## config.mk

```make
export PLATFORM = sky130hd
export DESIGN_NAME = dds_gen
export DESIGN_NICKNAME = d
export VERILOG_FILES = /design/src/rtl/dds_pkg.sv /design/src/rtl/dds_gen_sine_lut.sv /design/src/rtl/dds_gen.sv
export SDC_FILE = /design/constraint.sdc
export NUM_CORES = 2
export LEC_CHECK = 0
export ABC_CLOCK_PERIOD_IN_PS = 26800
export CORE_MARGIN = 3
export CORE_UTILIZATION = 24
export CTS_CLUSTER_DIAMETER = 200
export DETAILED_ROUTE_END_ITERATION = 6
export PLACE_DENSITY = 0.43
export SYNTH_ARGS = -nofsm -noshare
export SYNTH_HDL_FRONTEND = slang
export SYNTH_SLANG_ARGS = --single-unit
```

## constraint.sdc

```tcl
create_clock -name clk_100MHz -period 26.8 [get_ports clk_100MHz]
set_input_delay 4.02 -clock clk_100MHz [delete_from_list [all_inputs] [get_ports clk_100MHz]]
set_output_delay 4.02 -clock clk_100MHz [all_outputs]
set_load 0.01 [all_outputs]
```

## src/rtl/dds_pkg.sv

```systemverilog
// Shared constants for the DDS generator: shape codes, phase scaling, sample width
// and DAC saturation limits, plus the output saturation helper.
package dds_pkg;

  localparam int OUT_W     = 12;
  localparam int INC_SCALE = 4295;

  localparam logic [1:0] SHAPE_SINE   = 2'd0;
  localparam logic [1:0] SHAPE_SQUARE = 2'd1;
  localparam logic [1:0] SHAPE_TRI    = 2'd2;
  localparam logic [1:0] SHAPE_SAW    = 2'd3;

  localparam logic [11:0] SAT_MIN = 12'd0;
  localparam logic [11:0] SAT_MAX = 12'd4095;

  function automatic logic [11:0] sat_code(input logic signed [24:0] v);
    logic [11:0] r;
    if (v < 25'sd0) begin
      r = SAT_MIN;
    end else if (v > $signed({13'd0, SAT_MAX})) begin
      r = SAT_MAX;
    end else begin
      r = v[11:0];
    end
    return r;
  endfunction

endpackage

```

## src/rtl/dds_gen_sine_lut.sv

```systemverilog
// Registered quarter-wave sine table: 10-bit quarter-phase address in, 11-bit magnitude out.
// Contents follow the cubic (3x - x^3)/2 fit of sin(pi*x/2), scaled to 2047.
module sine_lut
  import dds_pkg::*;
(
  input  logic        clk,
  input  logic        rst,
  input  logic [9:0]  addr,
  output logic [10:0] mag
);

  function automatic logic [10:0] quarter_sine(input logic [9:0] a);
    logic [63:0] x;
    logic [63:0] num;
    x   = {54'd0, a};
    num = (64'd3 * x * 64'd1048576) - (x * x * x);
    return 11'((num * 64'd2047) >> 31);
  endfunction

  logic [10:0] mag_d, mag_q;

  always_comb begin
    mag_d = quarter_sine(addr);
  end

  always_ff @(posedge clk or posedge rst) begin
    if (rst) begin
      mag_q <= 11'd0;
    end else begin
      mag_q <= mag_d;
    end
  end

  assign mag = mag_q;

endmodule

```

## src/rtl/dds_gen.sv

```systemverilog
// Direct digital synthesis generator with shadowed parameter sets and a 3-stage output pipeline.
// Define DDS_PHASE_SYNC_EN to defer parameter updates to the phase-wrap tick.
module dds_gen
  import dds_pkg::*;
#(
  parameter int PHASE_W    = 32,
  parameter int OUT_W      = dds_pkg::OUT_W,
  parameter int SAMPLE_DIV = 100,
  parameter int INC_SCALE  = dds_pkg::INC_SCALE
) (
  input  logic             clk_100MHz,
  input  logic             rst,
  input  logic             data_ready,
  input  logic [7:0]       var_1,
  input  logic [15:0]      var_2,
  input  logic [15:0]      var_3,
  input  logic [15:0]      var_4,
  output logic [OUT_W-1:0] sample,
  output logic             sample_valid,
  output logic             param_update,
  output logic             shape_err
);

  localparam int                 CNT_W    = (SAMPLE_DIV > 1) ? $clog2(SAMPLE_DIV) : 1;
  localparam logic [CNT_W-1:0]   CNT_LAST = CNT_W'(SAMPLE_DIV - 1);
  localparam logic [PHASE_W-1:0] INC_K    = PHASE_W'(INC_SCALE);

  logic               dr_d, dr_q, tick_d, tick_q, pend_d, pend_q;
  logic [CNT_W-1:0]   cnt_d, cnt_q;
  logic [PHASE_W-1:0] phase_d, phase_q, sh_inc_d, sh_inc_q, act_inc_d, act_inc_q;
  logic [1:0]         sh_shape_d, sh_shape_q, act_shape_d, act_shape_q;
  logic [11:0]        sh_amp_d, sh_amp_q, act_amp_d, act_amp_q, amp1_d, amp1_q;
  logic [15:0]        sh_off_d, sh_off_q, act_off_d, act_off_q;
  logic [15:0]        off1_d, off1_q, off2_d, off2_q;
  logic               pu_d, pu_q, serr_d, serr_q, v1_d, v1_q, v2_d, v2_q, v3_d, v3_q;
  logic signed [11:0] wave_d, wave_q;
  logic signed [24:0] prod_d, prod_q, sum_out_s;
  logic [OUT_W-1:0]   smp_d, smp_q;

  logic               load_s, shape_ok_s, apply_s, wrap_ok_s;
  logic [PHASE_W-1:0] sum_s;
  logic [11:0]        p_s;
  logic [10:0]        tri_u_s, lut_mag_s;
  logic [9:0]         lut_addr_s;
  logic signed [11:0] wave_s;
`ifdef DDS_PHASE_SYNC_EN
  logic               carry_s;
`endif

  // The table sees phase_q every cycle; phase only moves on ticks, so its output is current by the next tick.
  sine_lut u_sine_lut (
    .clk  (clk_100MHz),
    .rst  (rst),
    .addr (lut_addr_s),
    .mag  (lut_mag_s)
  );

  always_comb begin
    load_s     = data_ready & ~dr_q;
    shape_ok_s = (var_1[7:2] == 6'd0);
`ifdef DDS_PHASE_SYNC_EN
    {carry_s, sum_s} = {1'b0, phase_q} + {1'b0, act_inc_q};
    wrap_ok_s        = carry_s | (act_inc_q == '0);
`else
    sum_s     = phase_q + act_inc_q;
    wrap_ok_s = 1'b1;
`endif
    apply_s = tick_q & pend_q & wrap_ok_s;

    dr_d    = data_ready;
    cnt_d   = (cnt_q == CNT_LAST) ? '0 : cnt_q + CNT_W'(1);
    tick_d  = (cnt_q == CNT_LAST);
    phase_d = tick_q ? sum_s : phase_q;

    act_shape_d = apply_s ? sh_shape_q : act_shape_q;
    act_inc_d   = apply_s ? sh_inc_q   : act_inc_q;
    act_amp_d   = apply_s ? sh_amp_q   : act_amp_q;
    act_off_d   = apply_s ? sh_off_q   : act_off_q;
    pu_d        = apply_s;

    // A capture in the apply cycle wins: the applied set came from the old shadow.
    if (load_s & shape_ok_s) begin
      sh_shape_d = var_1[1:0];
      sh_inc_d   = PHASE_W'(var_2) * INC_K;
      sh_amp_d   = (var_4 > 16'd4095) ? 12'd4095 : var_4[11:0];
      sh_off_d   = var_3;
      pend_d     = 1'b1;
      serr_d     = 1'b0;
    end else begin
      sh_shape_d = sh_shape_q;
      sh_inc_d   = sh_inc_q;
      sh_amp_d   = sh_amp_q;
      sh_off_d   = sh_off_q;
      pend_d     = pend_q & ~apply_s;
      serr_d     = load_s;
    end

    p_s        = phase_q[PHASE_W-1 -: 12];
    tri_u_s    = p_s[11] ? ~p_s[10:0] : p_s[10:0];
    lut_addr_s = p_s[10] ? ~p_s[9:0] : p_s[9:0];
    case (act_shape_q)
      SHAPE_SAW:    wave_s = {~p_s[11], p_s[10:0]};
      SHAPE_SQUARE: wave_s = p_s[11] ? 12'h800 : 12'h7FF;
      SHAPE_TRI:    wave_s = {~tri_u_s[10], tri_u_s[9:0], 1'b0};
      default:      wave_s = p_s[11] ? -{1'b0, lut_mag_s} : {1'b0, lut_mag_s};
    endcase

    wave_d    = wave_s;
    amp1_d    = act_amp_q;
    off1_d    = act_off_q;
    v1_d      = tick_q;
    prod_d    = wave_q * $signed({1'b0, amp1_q});
    off2_d    = off1_q;
    v2_d      = v1_q;
    sum_out_s = $signed({9'd0, off2_q}) + (prod_q >>> 5'd12);
    smp_d     = v2_q ? OUT_W'(sat_code(sum_out_s)) : smp_q;
    v3_d      = v2_q;
  end

  always_ff @(posedge clk_100MHz or posedge rst) begin
    if (rst) begin
      dr_q        <= 1'b0;
      cnt_q       <= '0;
      tick_q      <= 1'b0;
      phase_q     <= '0;
      pend_q      <= 1'b0;
      sh_shape_q  <= SHAPE_SINE;
      sh_inc_q    <= '0;
      sh_amp_q    <= 12'd0;
      sh_off_q    <= 16'd0;
      act_shape_q <= SHAPE_SINE;
      act_inc_q   <= '0;
      act_amp_q   <= 12'd0;
      act_off_q   <= 16'd0;
      pu_q        <= 1'b0;
      serr_q      <= 1'b0;
      wave_q      <= 12'sd0;
      amp1_q      <= 12'd0;
      off1_q      <= 16'd0;
      v1_q        <= 1'b0;
      prod_q      <= 25'sd0;
      off2_q      <= 16'd0;
      v2_q        <= 1'b0;
      smp_q       <= '0;
      v3_q        <= 1'b0;
    end else begin
      dr_q        <= dr_d;
      cnt_q       <= cnt_d;
      tick_q      <= tick_d;
      phase_q     <= phase_d;
      pend_q      <= pend_d;
      sh_shape_q  <= sh_shape_d;
      sh_inc_q    <= sh_inc_d;
      sh_amp_q    <= sh_amp_d;
      sh_off_q    <= sh_off_d;
      act_shape_q <= act_shape_d;
      act_inc_q   <= act_inc_d;
      act_amp_q   <= act_amp_d;
      act_off_q   <= act_off_d;
      pu_q        <= pu_d;
      serr_q      <= serr_d;
      wave_q      <= wave_d;
      amp1_q      <= amp1_d;
      off1_q      <= off1_d;
      v1_q        <= v1_d;
      prod_q      <= prod_d;
      off2_q      <= off2_d;
      v2_q        <= v2_d;
      smp_q       <= smp_d;
      v3_q        <= v3_d;
    end
  end

  assign sample       = smp_q;
  assign sample_valid = v3_q;
  assign param_update = pu_q;
  assign shape_err    = serr_q;

endmodule

```

# Word level (Yosys, flattened, before mapping)
# Cells that the tools add are included.
# classes
muxes,11
bitwise,10
multipliers,6
n_addsub,5
magnitude_cmp,3
n_reduce_logical,1
n_eq_ne,4
# op_table
operator,count
"multiplier 64 x 11 -> 42 bit, second input constant",1
two-way mux 12 bit,5
case mux 12 bit (3 select lines),1
subtractor 32 x 30 -> 33 bit,1
adder 32 x 29 -> 32 bit,1
multiplier 20 x 10 -> 30 bit,1
"multiplier 16 x 13 -> 29 bit, second input constant",1
multiplier 12 x 13 -> 25 bit,1
multiplier 10 x 10 -> 20 bit,1
adder 17 x 13 -> 18 bit,1
"> comparator 18 x 13 -> 1 bit, second input constant",1
"less-than comparator 18 x 1 -> 1 bit, second input constant",1
"> comparator 16 x 12 -> 1 bit, second input constant",1
"multiplier 2 x 10 -> 12 bit, first input constant",1
negation 11 -> 12 bit,1
two-way mux 11 bit,1
inverter 11 bit,1
two-way mux 10 bit,1
inverter 10 bit,1
"adder 7 x 1 -> 7 bit, second input constant",1
"equality test 7 bit, second input constant",1
two-way mux 7 bit,1
logical NOT 6 bit,1
AND 1 bit,4
other kinds (4),9
# totals
regBits,269
inputBits,59
word_cells,65
output_inout_bits,15

# Longest topological paths before layout
# logic_depth
depth_word,6
depth_mapped,65
ltp_nobuf,60

# Hierarchy
# Synthesis repeated with hierarchy kept, for this count alone.
# unflattened
hier_cells,3919
area_unflattened_um2,37119.4
# by_module_without_submodules
module,area_per_inst_um2,cells_per_inst,n_inst
dds_gen,19069.5,1924,1
sine_lut,18049.8,1995,1

# Least setup slack after synthesis
# Ideal clock, no wire load.
# synth_path
path_kind,register to register
from,register phase_q[30]
to,"register u_sine_lut.mag_q[10], in the netlist u_sine_lut.mag[10]"
arrival_ns,16.323
period_less_slack_ns,16.403
required_time_ns,26.720
stages_incl_launch_ff,59
path_slack_ns,10.397
path_cell_list,dfrtp_1 clkbuf_1 buf_1 clkbuf_1 xor2_1 inv_1 clkbuf_1 nor2_1 fa_1 fa_1 inv_1 fa_1 inv_1 fa_1 inv_1 fa_1 inv_1 ha_1 [23 not listed] fa_1 inv_1 fa_1 fa_1 fa_1 inv_1 fa_1 inv_1 ha_1 a21o_1 a211oi_1 o2111ai_1 o41ai_1 nor2_1 a2111oi_1 a21oi_1 xnor2_1 xnor2_1
# synth_via
elab_chain_len,5
word_cells_on_any_way,6
classes_between,1 x add/sub; 4 x mul; 1 x mux
# synth_lines
element,line,text
from (decl),dds_gen.sv:30,"logic [PHASE_W-1:0] phase_d, phase_q, sh_inc_d, sh_inc_q, act_inc_d, act_inc_q;"
from (signal assigned),dds_gen.sv:150,phase_q <= phase_d;
two-way mux 10 bit *,dds_gen.sv:100,lut_addr_s = p_s[10] ? ~p_s[9:0] : p_s[9:0];
multiplier 10 x 10 -> 20 bit,dds_gen_sine_lut.sv:16,num = (64'd3 * x * 64'd1048576) - (x * x * x);
multiplier 20 x 10 -> 30 bit,dds_gen_sine_lut.sv:16,
subtractor 32 x 30 -> 33 bit *,dds_gen_sine_lut.sv:16,
multiplier 64 x 11 -> 42 bit *,dds_gen_sine_lut.sv:17,return 11'((num * 64'd2047) >> 31);
via u_sine_lut.mag_d[10],dds_gen_sine_lut.sv:20,"logic [10:0] mag_d, mag_q;"
to (signal assigned),dds_gen_sine_lut.sv:30,mag_q <= mag_d;
to (decl),dds_gen_sine_lut.sv:20,
# Mark *: on every way through the listed nets, which the timed path passes. The rest lies on a longest branch.
# A chain may end at the register's enable or synchronous reset.

# Final worst setup path
# Ends and elaborated chain as after synthesis.

==> reports/results.ini <==
[floorplanning]
start_util_pct = 24.2
die_w_um = 395
num_rows = 142
die_y_um = 395
die-area_um2 = 156000
io_pins = 74
coreArea_um2 = 150000

[global_routing]
grt_overflow = 0
antenna_found_initial = 3
grt_pass1_vias = 26100
grt_start_max_net_pins = 145
grt_pass1_wl_um = 143000
track_usage_pct = 11.2

[place]
io_buffers = 73
dp_hpwl_um = 71300
gp_congestion = 0.791

[cts]
cts_setup_buffers = 0
clockRootBuffer = clkbuf_16
cts_resized = 0
cts_num_sinks = 257
clk_latency_ns = 0.55
path_clk_slew_ns = 0.07
cts_tree = built
h-tree-depth = 1
cts_inserted_buffers = 27
cts_hold_buf = 0
cts_max_path_buffers = 3

[power]
ir_worst_vdd_uv = 37.6
power_density_nw_per_um2 = 26.9
p_leak_nw = 20.5

[synthesis]
synthFlopType = dfrtp_1
synth_area_um2 = 36300
yosys.area.top_type = fa_1
ys_ff_latch = 257
avgSynthCellArea_um2 = 9.61
synth_top_area_share_pct = 29.9
syn_inst = 3777
yosysWarningCount = 0
async_flop_share_pct = 100
synth_cell_types = 82
synth_edf_count = 0
syn_nets = 4802
synth_common_cells = inv_1 (817), fa_1 (542), ha_1 (424), nand2_1 (283), dfrtp_1 (257)
synth_area_leaders = fa_1 (30%), dfrtp_1 (18%), ha_1 (15%)
ys_seq_area_share_pct = 17.7
yosysMostFrequentCell = inv_1

[layout]
fin_util_pct = 26.9
area.growth.synth_to_final_pct = 11.0
seq_area_um2 = 6430
fillers = 16000
antenna_cells = 0
nets = 4820
drive_gt1_share_pct = 5.56
multi_input_area_um2 = 26400

[sta]
clock_skew_ns = 0.0118
max-slew-margin-rel_pct = 19.5
setup_viol = 0
setup_tns_ns = 0
hold_violations = 0
rsz0062_at_grt = false
period_share_pct = 67.3
drv_slew = 0
tightest_slew_ns = 1.20
period_needed_ns = 18.04
fmax_mhz = 55.4

[route]
via_per_inst = 4.18
first_pass_iters = 5
routed_wl_um = 87000
avgRoutedWirePerCell_um = 14.9
drc = 0
via_count = 24400
drt_iter0_markers = 1153
ant_nets = 0

[min_path]
hold_class = register to register
hold_path_startpoint = off1_q[4]$_DFF_PP0_

[setup_path]
critPathKind = register to register
r2r_start = phase_q[30]$_DFFE_PP0P_
crit_path_end_kind = register
max_stage_delay_ns = 1.09
crit_slowest_cell = dfrtp_1
crit_path_frequent_cell = fa_1
cp.required_ns = 27.28
crit_fanout = 27
crit_arrival_ns = 18.51
startpoint = phase_q[30]$_DFFE_PP0P_
cp-start-kind = register

[run]
cap_viol_max_count = 0

[run_status]
status = completed

==> where the power goes <==
group	switching [mW]	total, mW	internal (mW)	leakage [nW]
Clock	0.163	0.398	0.236	0.452
Combinational	0.148	0.274	0.127	16.5
Sequential	0.00822	0.412	0.403	3.54
==> layout make-up <==
class,instances,share of cell area [%]
well taps,2016,6.26
repair buffers,97,2.29
multi-input cells,2590,65.5
clock inverters,14,0.478
inverters,822,7.67
clock buffers,35,1.85
flip-flops and latches,257,16.0
==> layer usage <==
layer  global-route usage (%)  part of all wire, %
met3                     1.03                  2.4
met5                        0                    0
met4                     1.35                  1.4
met2                     17.8                   44
met1                     16.8                   52
==> registers in the layout, indices dropped and copies added (netlist names), 7 cells and up <==
signal          flops
sh_off_q           16
prod_q             13
act_amp_q          12
u_sine_lut.mag     11
act_off_q          16
sample             12
off1_q             16
phase_q            32
act_inc_q          29
wave_q             12
cnt_q               7
off2_q             16
sh_inc_q           29
amp1_q             12
sh_amp_q           12
==> worst max-delay path: cells and delay by family (launching register included) <==
kind | cells | cell delay (ns)
AO/OA/AOI/OAI | 16 | 4.60
XOR/XNOR | 5 | 1.18
adder cells (fa/ha/maj) | 18 | 8.42
buffers and inverters | 12 | 1.39
flip-flops | 1 | 1.09
multiplexers | 1 | 0.85
AND/OR/NAND/NOR | 2 | 0.41
==> metrics by stage <==
| stage | hold WS, ns | instance area, µm² | power, mW | instances | setup WS [ns] |
|---|---|---|---|---|---|
| floorplan | 0.331 | 36300 | 0.628 | 3777 | 10.40 |
| global placement | 0.331 | 39400 | 0.698 | 5782 | 8.75 |
| CTS | 0.347 | 40300 | 1.11 | 5831 | 8.55 |
| finish | 0.340 | 40300 | 1.08 | 5831 | 8.76 |
| global route | 0.353 | 40300 | 1.17 | 5831 | 7.32 |
| detailed placement | 0.336 | 39400 | 0.698 | 5782 | 8.57 |
==> cells in the final DEF (no fill, tap or decap), types with 7 or more instances in the layout <==
cell type        count
o21bai_1            24
o21a_1              18
clkdlybuf4s50_1     73
xor2_1              54
mux2_2             102
dfrtp_1            256
nor3_1              41
nor3b_1              7
nor2_1             174
and2_1              91
mux2i_1             10
nor2b_1             25
a21boi_0             8
fa_1               542
a31oi_1             13
and3_1              23
nand3_1             42
a211oi_1            20
xnor2_1            138
nand2_1            282
buf_4               23
o221a_2             12
o211ai_1            20
clkbuf_16           27
inv_1              816
o21ai_0            109
o31ai_1             18
a21o_1              59
or3_1               16
ha_1               424
nand2b_1            35
o21ai_1             18
or2_2                8
a21oi_1            130
==> kinds of logic (layout without fill, tap and decap cells) <==
group / Yosys count / count (layout) / share of synthesized area (%)
AOI/OAI and AO/OA: 531 / 531 / 9.63
adders and majority gates: 970 / 970 / 44.6
DFF: 257 / 257 / 17.7
muxes: 112 / 112 / 3.44
and+or+nand+nor: 778 / 778 / 10.1
buffers and inverters: 930 / 968 / 9.62
xor gates and xnor gates: 199 / 199 / 4.92
==> worst paths after layout <==
| kind | cells past startpoint | slack [ns] | endpoint |
|---|---|---|---|
| min in group asynchronous | 2 | 4.13 | sh_inc_q[8]$_DFFE_PP0P_ |
| worst min-delay path | 0 | 0.34 | off2_q[4]$_DFF_PP0_ |
| max in group asynchronous | 3 | 21.34 | act_amp_q[5]$_DFFE_PP0P_ |
| worst min register to register | 0 | 0.34 | off2_q[4]$_DFF_PP0_ |
| worst max register to register | 54 | 8.76 | u_sine_lut.mag[10]$_DFF_PP0_ |
| worst max-delay path | 54 | 8.76 | u_sine_lut.mag[10]$_DFF_PP0_ |
Note: power is estimated with default switching activity, not from simulation.
